--- src/rtl/led_scan_pkg.sv ---
// Shared types and sizes for the LED digit scan controller.
package led_scan_pkg;

  localparam int NUM_DIGITS = 8;
  localparam int SEL_W      = 3;
  localparam int NIB_W      = 4;

  typedef enum logic [1:0] {
    ST_IDLE  = 2'd0,
    ST_BLANK = 2'd1,
    ST_ON    = 2'd2
  } scan_state_e;

  // Index of the lowest set bit; 0 when the mask is empty.
  function automatic logic [SEL_W-1:0] lowest_set(input logic [NUM_DIGITS-1:0] mask);
    lowest_set = '0;
    for (int k = NUM_DIGITS - 1; k >= 0; k--) begin
      if (mask[k]) lowest_set = SEL_W'(k);
    end
  endfunction

endpackage

--- src/rtl/scan_next_dig.sv ---
// Priority finder: next enabled digit above the current one, wrap flag and
// lowest enabled digit of the mask.
module scan_next_dig
  import led_scan_pkg::*;
(
  input  logic [NUM_DIGITS-1:0] mask,
  input  logic [SEL_W-1:0]      cur,
  output logic [SEL_W-1:0]      next_idx,
  output logic                  wrap,
  output logic [SEL_W-1:0]      low_idx
);

  logic [NUM_DIGITS-1:0] above;

  generate
    for (genvar gi = 0; gi < NUM_DIGITS; gi++) begin : g_above
      assign above[gi] = mask[gi] && (SEL_W'(gi) > cur);
    end
  endgenerate

  assign wrap     = ~|above;
  assign next_idx = lowest_set(above);
  assign low_idx  = lowest_set(mask);

endmodule

--- src/rtl/led_scan_ctrl.sv ---
// Time-multiplexed scan controller for an 8-digit LED bank: steps through the
// enabled digits with a blanking gap at the start of every slot.
module led_scan_ctrl
  import led_scan_pkg::*;
#(
  parameter int CLK_DIV    = 50000,
  parameter int BLANK_CYC  = 16,
  parameter bit ACTIVE_LOW = 1'b1
) (
  input  logic                        i_clk,
  input  logic                        i_rst_n,
  input  logic                        i_en,
  input  logic                        i_load,
  input  logic [NUM_DIGITS*NIB_W-1:0] i_data,
  input  logic [NUM_DIGITS-1:0]       i_mask,
  output logic [SEL_W-1:0]            o_sel,
  output logic [NUM_DIGITS-1:0]       o_dig,
  output logic [NIB_W-1:0]            o_nib,
  output logic                        o_blank,
  output logic                        o_frame_start
);

  localparam int CNT_W = (CLK_DIV > 1) ? $clog2(CLK_DIV) : 1;
  localparam logic [CNT_W-1:0] CNT_LAST   = CNT_W'(CLK_DIV - 1);
  localparam logic [CNT_W-1:0] BLANK_LAST = CNT_W'(BLANK_CYC - 1);
  localparam scan_state_e SLOT_ST = (BLANK_CYC == 0) ? ST_ON : ST_BLANK;
  localparam logic [NUM_DIGITS-1:0] DIG_OFF = ACTIVE_LOW ? '1 : '0;

  scan_state_e                 state_reg, state_next;
  logic [CNT_W-1:0]            cnt_reg, cnt_next;
  logic [SEL_W-1:0]            sel_reg, sel_next;
  logic [NUM_DIGITS*NIB_W-1:0] shadow_data_reg, shadow_data_next;
  logic [NUM_DIGITS-1:0]       shadow_mask_reg, shadow_mask_next;
  logic [NUM_DIGITS*NIB_W-1:0] active_data_reg, active_data_next;
  logic [NUM_DIGITS-1:0]       active_mask_reg, active_mask_next;
  logic                        pending_reg, pending_next;

  logic [SEL_W-1:0]      out_sel_reg, out_sel_next;
  logic [NUM_DIGITS-1:0] out_dig_reg, out_dig_next;
  logic [NIB_W-1:0]      out_nib_reg, out_nib_next;
  logic                  out_blank_reg, out_blank_next;
  logic                  out_fs_reg, out_fs_next;

  logic [SEL_W-1:0]            nxt_idx, cur_low, new_low;
  logic                        nxt_wrap, frame_bound;
  logic [NUM_DIGITS-1:0]       new_mask, onehot;
  logic [NUM_DIGITS*NIB_W-1:0] new_data;

  scan_next_dig u_next (
    .mask     (active_mask_reg),
    .cur      (sel_reg),
    .next_idx (nxt_idx),
    .wrap     (nxt_wrap),
    .low_idx  (cur_low)
  );

  // What the active registers become if a frame boundary happens this cycle.
  assign new_mask = pending_reg ? shadow_mask_reg : active_mask_reg;
  assign new_data = pending_reg ? shadow_data_reg : active_data_reg;
  assign new_low  = pending_reg ? lowest_set(shadow_mask_reg) : cur_low;

  always_comb begin
    state_next       = state_reg;
    cnt_next         = cnt_reg;
    sel_next         = sel_reg;
    active_data_next = active_data_reg;
    active_mask_next = active_mask_reg;
    pending_next     = pending_reg;
    shadow_data_next = shadow_data_reg;
    shadow_mask_next = shadow_mask_reg;
    frame_bound      = 1'b0;
    out_fs_next      = 1'b0;

    case (state_reg)
      ST_IDLE: begin
        if (i_en) frame_bound = 1'b1;
      end
      default: begin
        if (!i_en) begin
          state_next = ST_IDLE;
          cnt_next   = '0;
        end else if (cnt_reg == CNT_LAST) begin
          cnt_next = '0;
          if (nxt_wrap) begin
            frame_bound = 1'b1;
          end else begin
            sel_next   = nxt_idx;
            state_next = SLOT_ST;
          end
        end else begin
          cnt_next = cnt_reg + 1'b1;
          if (state_reg == ST_BLANK && cnt_reg == BLANK_LAST) state_next = ST_ON;
        end
      end
    endcase

    // Shadow is applied before this cycle's load, so a load here waits a frame.
    if (frame_bound) begin
      active_data_next = new_data;
      active_mask_next = new_mask;
      pending_next     = 1'b0;
      cnt_next         = '0;
      if (new_mask != '0) begin
        state_next  = SLOT_ST;
        sel_next    = new_low;
        out_fs_next = 1'b1;
      end else begin
        state_next = ST_IDLE;
      end
    end

    if (i_load) begin
      shadow_data_next = i_data;
      shadow_mask_next = i_mask;
      pending_next     = 1'b1;
    end
  end

  // Outputs are registered from the next-state values so they line up with it.
  always_comb begin
    onehot         = NUM_DIGITS'(1) << sel_next;
    out_blank_next = (state_next != ST_ON);
    out_dig_next   = DIG_OFF;
    out_sel_next   = out_sel_reg;
    out_nib_next   = out_nib_reg;
    if (state_next == ST_ON) begin
      out_dig_next = ACTIVE_LOW ? ~onehot : onehot;
      out_sel_next = sel_next;
      out_nib_next = active_data_next[{sel_next, 2'b00} +: NIB_W];
    end
  end

  always_ff @(posedge i_clk) begin
    if (!i_rst_n) begin
      state_reg       <= ST_IDLE;
      cnt_reg         <= '0;
      sel_reg         <= '0;
      shadow_data_reg <= '0;
      shadow_mask_reg <= '0;
      active_data_reg <= '0;
      active_mask_reg <= '0;
      pending_reg     <= 1'b0;
      out_sel_reg     <= '0;
      out_dig_reg     <= DIG_OFF;
      out_nib_reg     <= '0;
      out_blank_reg   <= 1'b1;
      out_fs_reg      <= 1'b0;
    end else begin
      state_reg       <= state_next;
      cnt_reg         <= cnt_next;
      sel_reg         <= sel_next;
      shadow_data_reg <= shadow_data_next;
      shadow_mask_reg <= shadow_mask_next;
      active_data_reg <= active_data_next;
      active_mask_reg <= active_mask_next;
      pending_reg     <= pending_next;
      out_sel_reg     <= out_sel_next;
      out_dig_reg     <= out_dig_next;
      out_nib_reg     <= out_nib_next;
      out_blank_reg   <= out_blank_next;
      out_fs_reg      <= out_fs_next;
    end
  end

  assign o_sel         = out_sel_reg;
  assign o_dig         = out_dig_reg;
  assign o_nib         = out_nib_reg;
  assign o_blank       = out_blank_reg;
  assign o_frame_start = out_fs_reg;

endmodule
--- config.mk ---
export PLATFORM = sky130hd
export DESIGN_NAME = led_scan_ctrl
export DESIGN_NICKNAME = d
export VERILOG_FILES = /design/src/rtl/led_scan_pkg.sv /design/src/rtl/scan_next_dig.sv /design/src/rtl/led_scan_ctrl.sv
export SDC_FILE = /design/constraint.sdc
export NUM_CORES = 1
export LEC_CHECK = 0
export CAP_MARGIN = 40
export CORE_UTILIZATION = 50
export CTS_CLUSTER_DIAMETER = 150
export DETAILED_ROUTE_END_ITERATION = 12
export PLACE_DENSITY = 0.8
export SYNTH_ARGS = -nofsm -noshare
export SYNTH_HDL_FRONTEND = slang
export SYNTH_HIERARCHICAL = 1
export SYNTH_SLANG_ARGS = --single-unit
--- constraint.sdc ---
create_clock -name i_clk -period 2.6 [get_ports i_clk]
set_input_delay 0.39 -clock i_clk [delete_from_list [all_inputs] [get_ports i_clk]]
set_output_delay 0.39 -clock i_clk [all_outputs]
set_load 0.005 [all_outputs]
==> results.json <==
{
  "status": "complete, but fails checks",
  "violations": "setup timing",
  "antenna_found_initial": 0,
  "highest_layer": "met4",
  "drive_above_1_share": 0.2211,
  "crit_fanout": 5,
  "finalHoldViolations": 0,
  "htree_num_levels": 4,
  "wl_met2_um": 7254,
  "clkPwrFrac": 0.510,
  "ff2ff_path_depth": 12,
  "yosys_warnings": 6,
  "ir_drop_mv": 0.3907,
  "grt_pass1_vias": 4742,
  "firstDrtPassIters": 5,
  "cts_inserted_buffers": 17,
  "num_rows": 36,
  "finalSetupViolCount": 4,
  "synth-seq-area-share": 0.4566,
  "synth_nets": 633,
  "post_drt_wl_per_cell_um": 16.67,
  "n_antenna_cell": 0,
  "p_per_area_nw_per_um2": 707.1,
  "grt_max_degree": 85,
  "cts.clk_slew.worst_paths_ns": 0.06,
  "cts_sinks": 119,
  "worstReg2RegStart": "active_mask_reg[1]$_SDFFE_PN0N_",
  "ys.flop_type": "dfxtp_1",
  "clock_latency_ns": 0.52,
  "switching_share": 0.2354,
  "syn_inst": 588,
  "intPower_w": 0.003875,
  "syn_avg_cell_area_um2": 8.873,
  "dieArea_um2": 10850,
  "min_period_ns": 2.768,
  "startpoint": "active_mask_reg[1]$_SDFFE_PN0N_",
  "critPathKind": "flop to flop",
  "synth-seq-cells": 119,
  "final_cell_mix": "109 x nand2_1, 109 x dfxtp_1, 81 x nor2_1",
  "maxSlewHeadroom": 0.4283,
  "p_seq_frac": 0.382,
  "endpoint": "o_nib[2]$_SDFFE_PN0N_",
  "antenna_left": 0,
  "period_share": 1.064,
  "drc_errors": 0,
  "maxCapViolations": 0,
  "start_util": 0.5241,
  "grt_usage": 0.2676,
  "portBuffers": 60,
  "report.final.slew_viol_count": 0,
  "cp-end-kind": "flop",
  "p_leak_nw": 2.875,
  "fin_skew_ns": 0.008733,
  "combPwrFrac": 0.109,
  "wl_met1_um": 5765,
  "netlist_area_um2": 5218,
  "worst_setup_path_start_kind": "flop",
  "fillCellCount": 693,
  "r2r_setup_slack_ns": -0.17,
  "grt_setup_unrepaired": "true",
  "timing.hold.ws_ns": 0.4272,
  "worst_pin_slew_ns": 0.8575,
  "grt_pass1_wl_um": 22890,
  "synth_edf_count": 0,
  "ios": 61,
  "critPathRequiredTime_ns": 3.01,
  "place.gp.congestion": 0.8631,
  "syn2layout_area_growth_pct": 37.39,
  "synth-async-reset-ratio": 0,
  "cts-root-buf": "clkbuf_8",
  "viasPerCell": 5.676,
  "timing.rr.end": "o_nib[2]$_SDFFE_PN0N_",
  "clockBufferDepth": 2,
  "hp-class": "input port to flop",
  "worstPathArrival_ns": 3.17,
  "p_switching_w": 0.001193,
  "dr_total_vias": 4836,
  "core_area_um2": 9955,
  "die_width_um": 104.2,
  "grt_remaining_overflow": 0,
  "wl_met3_um": 809,
  "clock.fmax_mhz": 361.3,
  "die_h_um": 104.2,
  "yosysUniqueCellTypes": 60,
  "nets": 751,
  "routed_wirelength_um": 14200,
  "total_power_w": 0.005069,
  "drt_iter0_markers": 328,
  "worst_slack_ns": -0.1676,
  "hpwl_um": 8962,
  "cts_tree": "done"
}
## per-stage QoR
step | setup slack, ns | std cells | TNS, ns | cell area [um^2] | util
after floorplan | -0.02668 | 588 | -0.03478 | 5244 | -
after detailed placement | -0.3407 | 809 | -1.135 | 6319 | 0.6347
after global routing | -0.1894 | 852 | -0.7306 | 7168 | 0.7201
after CTS | -0.06980 | 851 | -0.1807 | 7103 | 0.7136
after global placement | -0.1975 | 809 | -0.6019 | 6319 | 0.6347
final | -0.1676 | 852 | -0.6021 | 7168 | 0.7201
## power groups by stage
stage               Sequential [W]  Clock [W]  Combinational (W)
finish                     0.00194    0.00258           0.000550
global route               0.00194    0.00269           0.000586
global placement           0.00197          0           0.000468
CTS                        0.00193    0.00260           0.000521
floorplan                  0.00195          0           0.000308
detailed placement         0.00197          0           0.000482
## metal layers
| metal | vias up | global-route usage |
|---|---|---|
| met5 | - | 0 |
| met3 | 39 | 0.06140 |
| li1 | 2290 | - |
| met4 | 0 | 0.1184 |
| met1 | 2315 | 0.3151 |
| met2 | 192 | 0.4638 |
## layout make-up
type	instances	area, um^2	share of cell area
tap	133	166.4	0.02322
clock inverter	13	214.0	0.02985
timing repair buffer	129	1151	0.1606
sequential	119	2400	0.3348
multi-input combinational	431	2765	0.3858
clock buffer	19	441.7	0.06162
inverter	8	30.03	0.004189
## synthesized netlist by cell type (5+ instances only)
| library cell | count | area (um^2) |
|---|---|---|
| nand2_1 | 110 | 412.9 |
| mux4_2 | 10 | 225.2 |
| dfxtp_1 | 119 | 2382 |
| o21ai_1 | 5 | 25.02 |
| buf_1 | 5 | 18.77 |
| clkbuf_1 | 19 | 71.32 |
| mux2i_1 | 44 | 440.4 |
| a21oi_1 | 58 | 290.3 |
| nor2_1 | 84 | 315.3 |
| o21ai_0 | 9 | 45.04 |
| a22oi_1 | 9 | 67.56 |
| inv_1 | 7 | 26.28 |
| nand3_1 | 19 | 95.09 |
| xor2_1 | 9 | 78.83 |
| and3_1 | 5 | 31.28 |
| nand4_1 | 6 | 37.54 |
## logic make-up (layout without fill, tap and decap cells)
kind of cell / after synthesis / in the layout / share of synthesized area
mux: 59 / 59 / 0.1470
compound gates: 103 / 103 / 0.1199
buf+inv: 38 / 169 / 0.03333
fa+ha+maj: 1 / 1 / 0.002398
flops: 119 / 119 / 0.4566
xor+xnor: 11 / 11 / 0.01847
simple gates: 257 / 257 / 0.2223
## how the worst min path moves through the flow
| stage | from | endpoint | slack, ns | cells past startpoint |
|---|---|---|---|---|
| after detailed placement | active_data_reg[11]$_SDFF_PN0_ | active_data_reg[11]$_SDFF_PN0_ | 0.45 | 2 |
| after CTS | i_load | shadow_data_reg[2]$_SDFFE_PN0P_ | 0.42 | 3 |
| after floorplan | shadow_data_reg[1]$_SDFFE_PN0P_ | active_data_reg[1]$_SDFF_PN0_ | 0.43 | 2 |
| final | i_load | shadow_data_reg[2]$_SDFFE_PN0P_ | 0.43 | 3 |
| after global placement | active_data_reg[15]$_SDFF_PN0_ | active_data_reg[15]$_SDFF_PN0_ | 0.44 | 2 |
| after global routing | i_load | shadow_data_reg[30]$_SDFFE_PN0P_ | 0.44 | 3 |
## critical path: stages (launching register included)
cell	delay, ns
dfxtp_2	0.34
nor2b_4	0.12
o21bai_1	0.20
a21oi_2	0.10
nor2_2	0.19
nand2_1	0.09
o21a_1	0.20
o211a_4	0.27
nor2_8	0.17
buf_4	0.13
mux4_1	0.53
a22oi_1	0.19
nand3_1	0.10
## repair_timing
action / 4_1_cts / 5_1_grt
buffers inserted: 10 / 1
hold buffers: 0 / 0
endpoints found under the hold margin: 0 / 0
cloned: 0 / 0
pin swaps: 13 / 12
resized for setup: 14 / 17
endpoints found under the setup margin: 5 / 11
No activity file was read; power rests on OpenSTA's default activity.
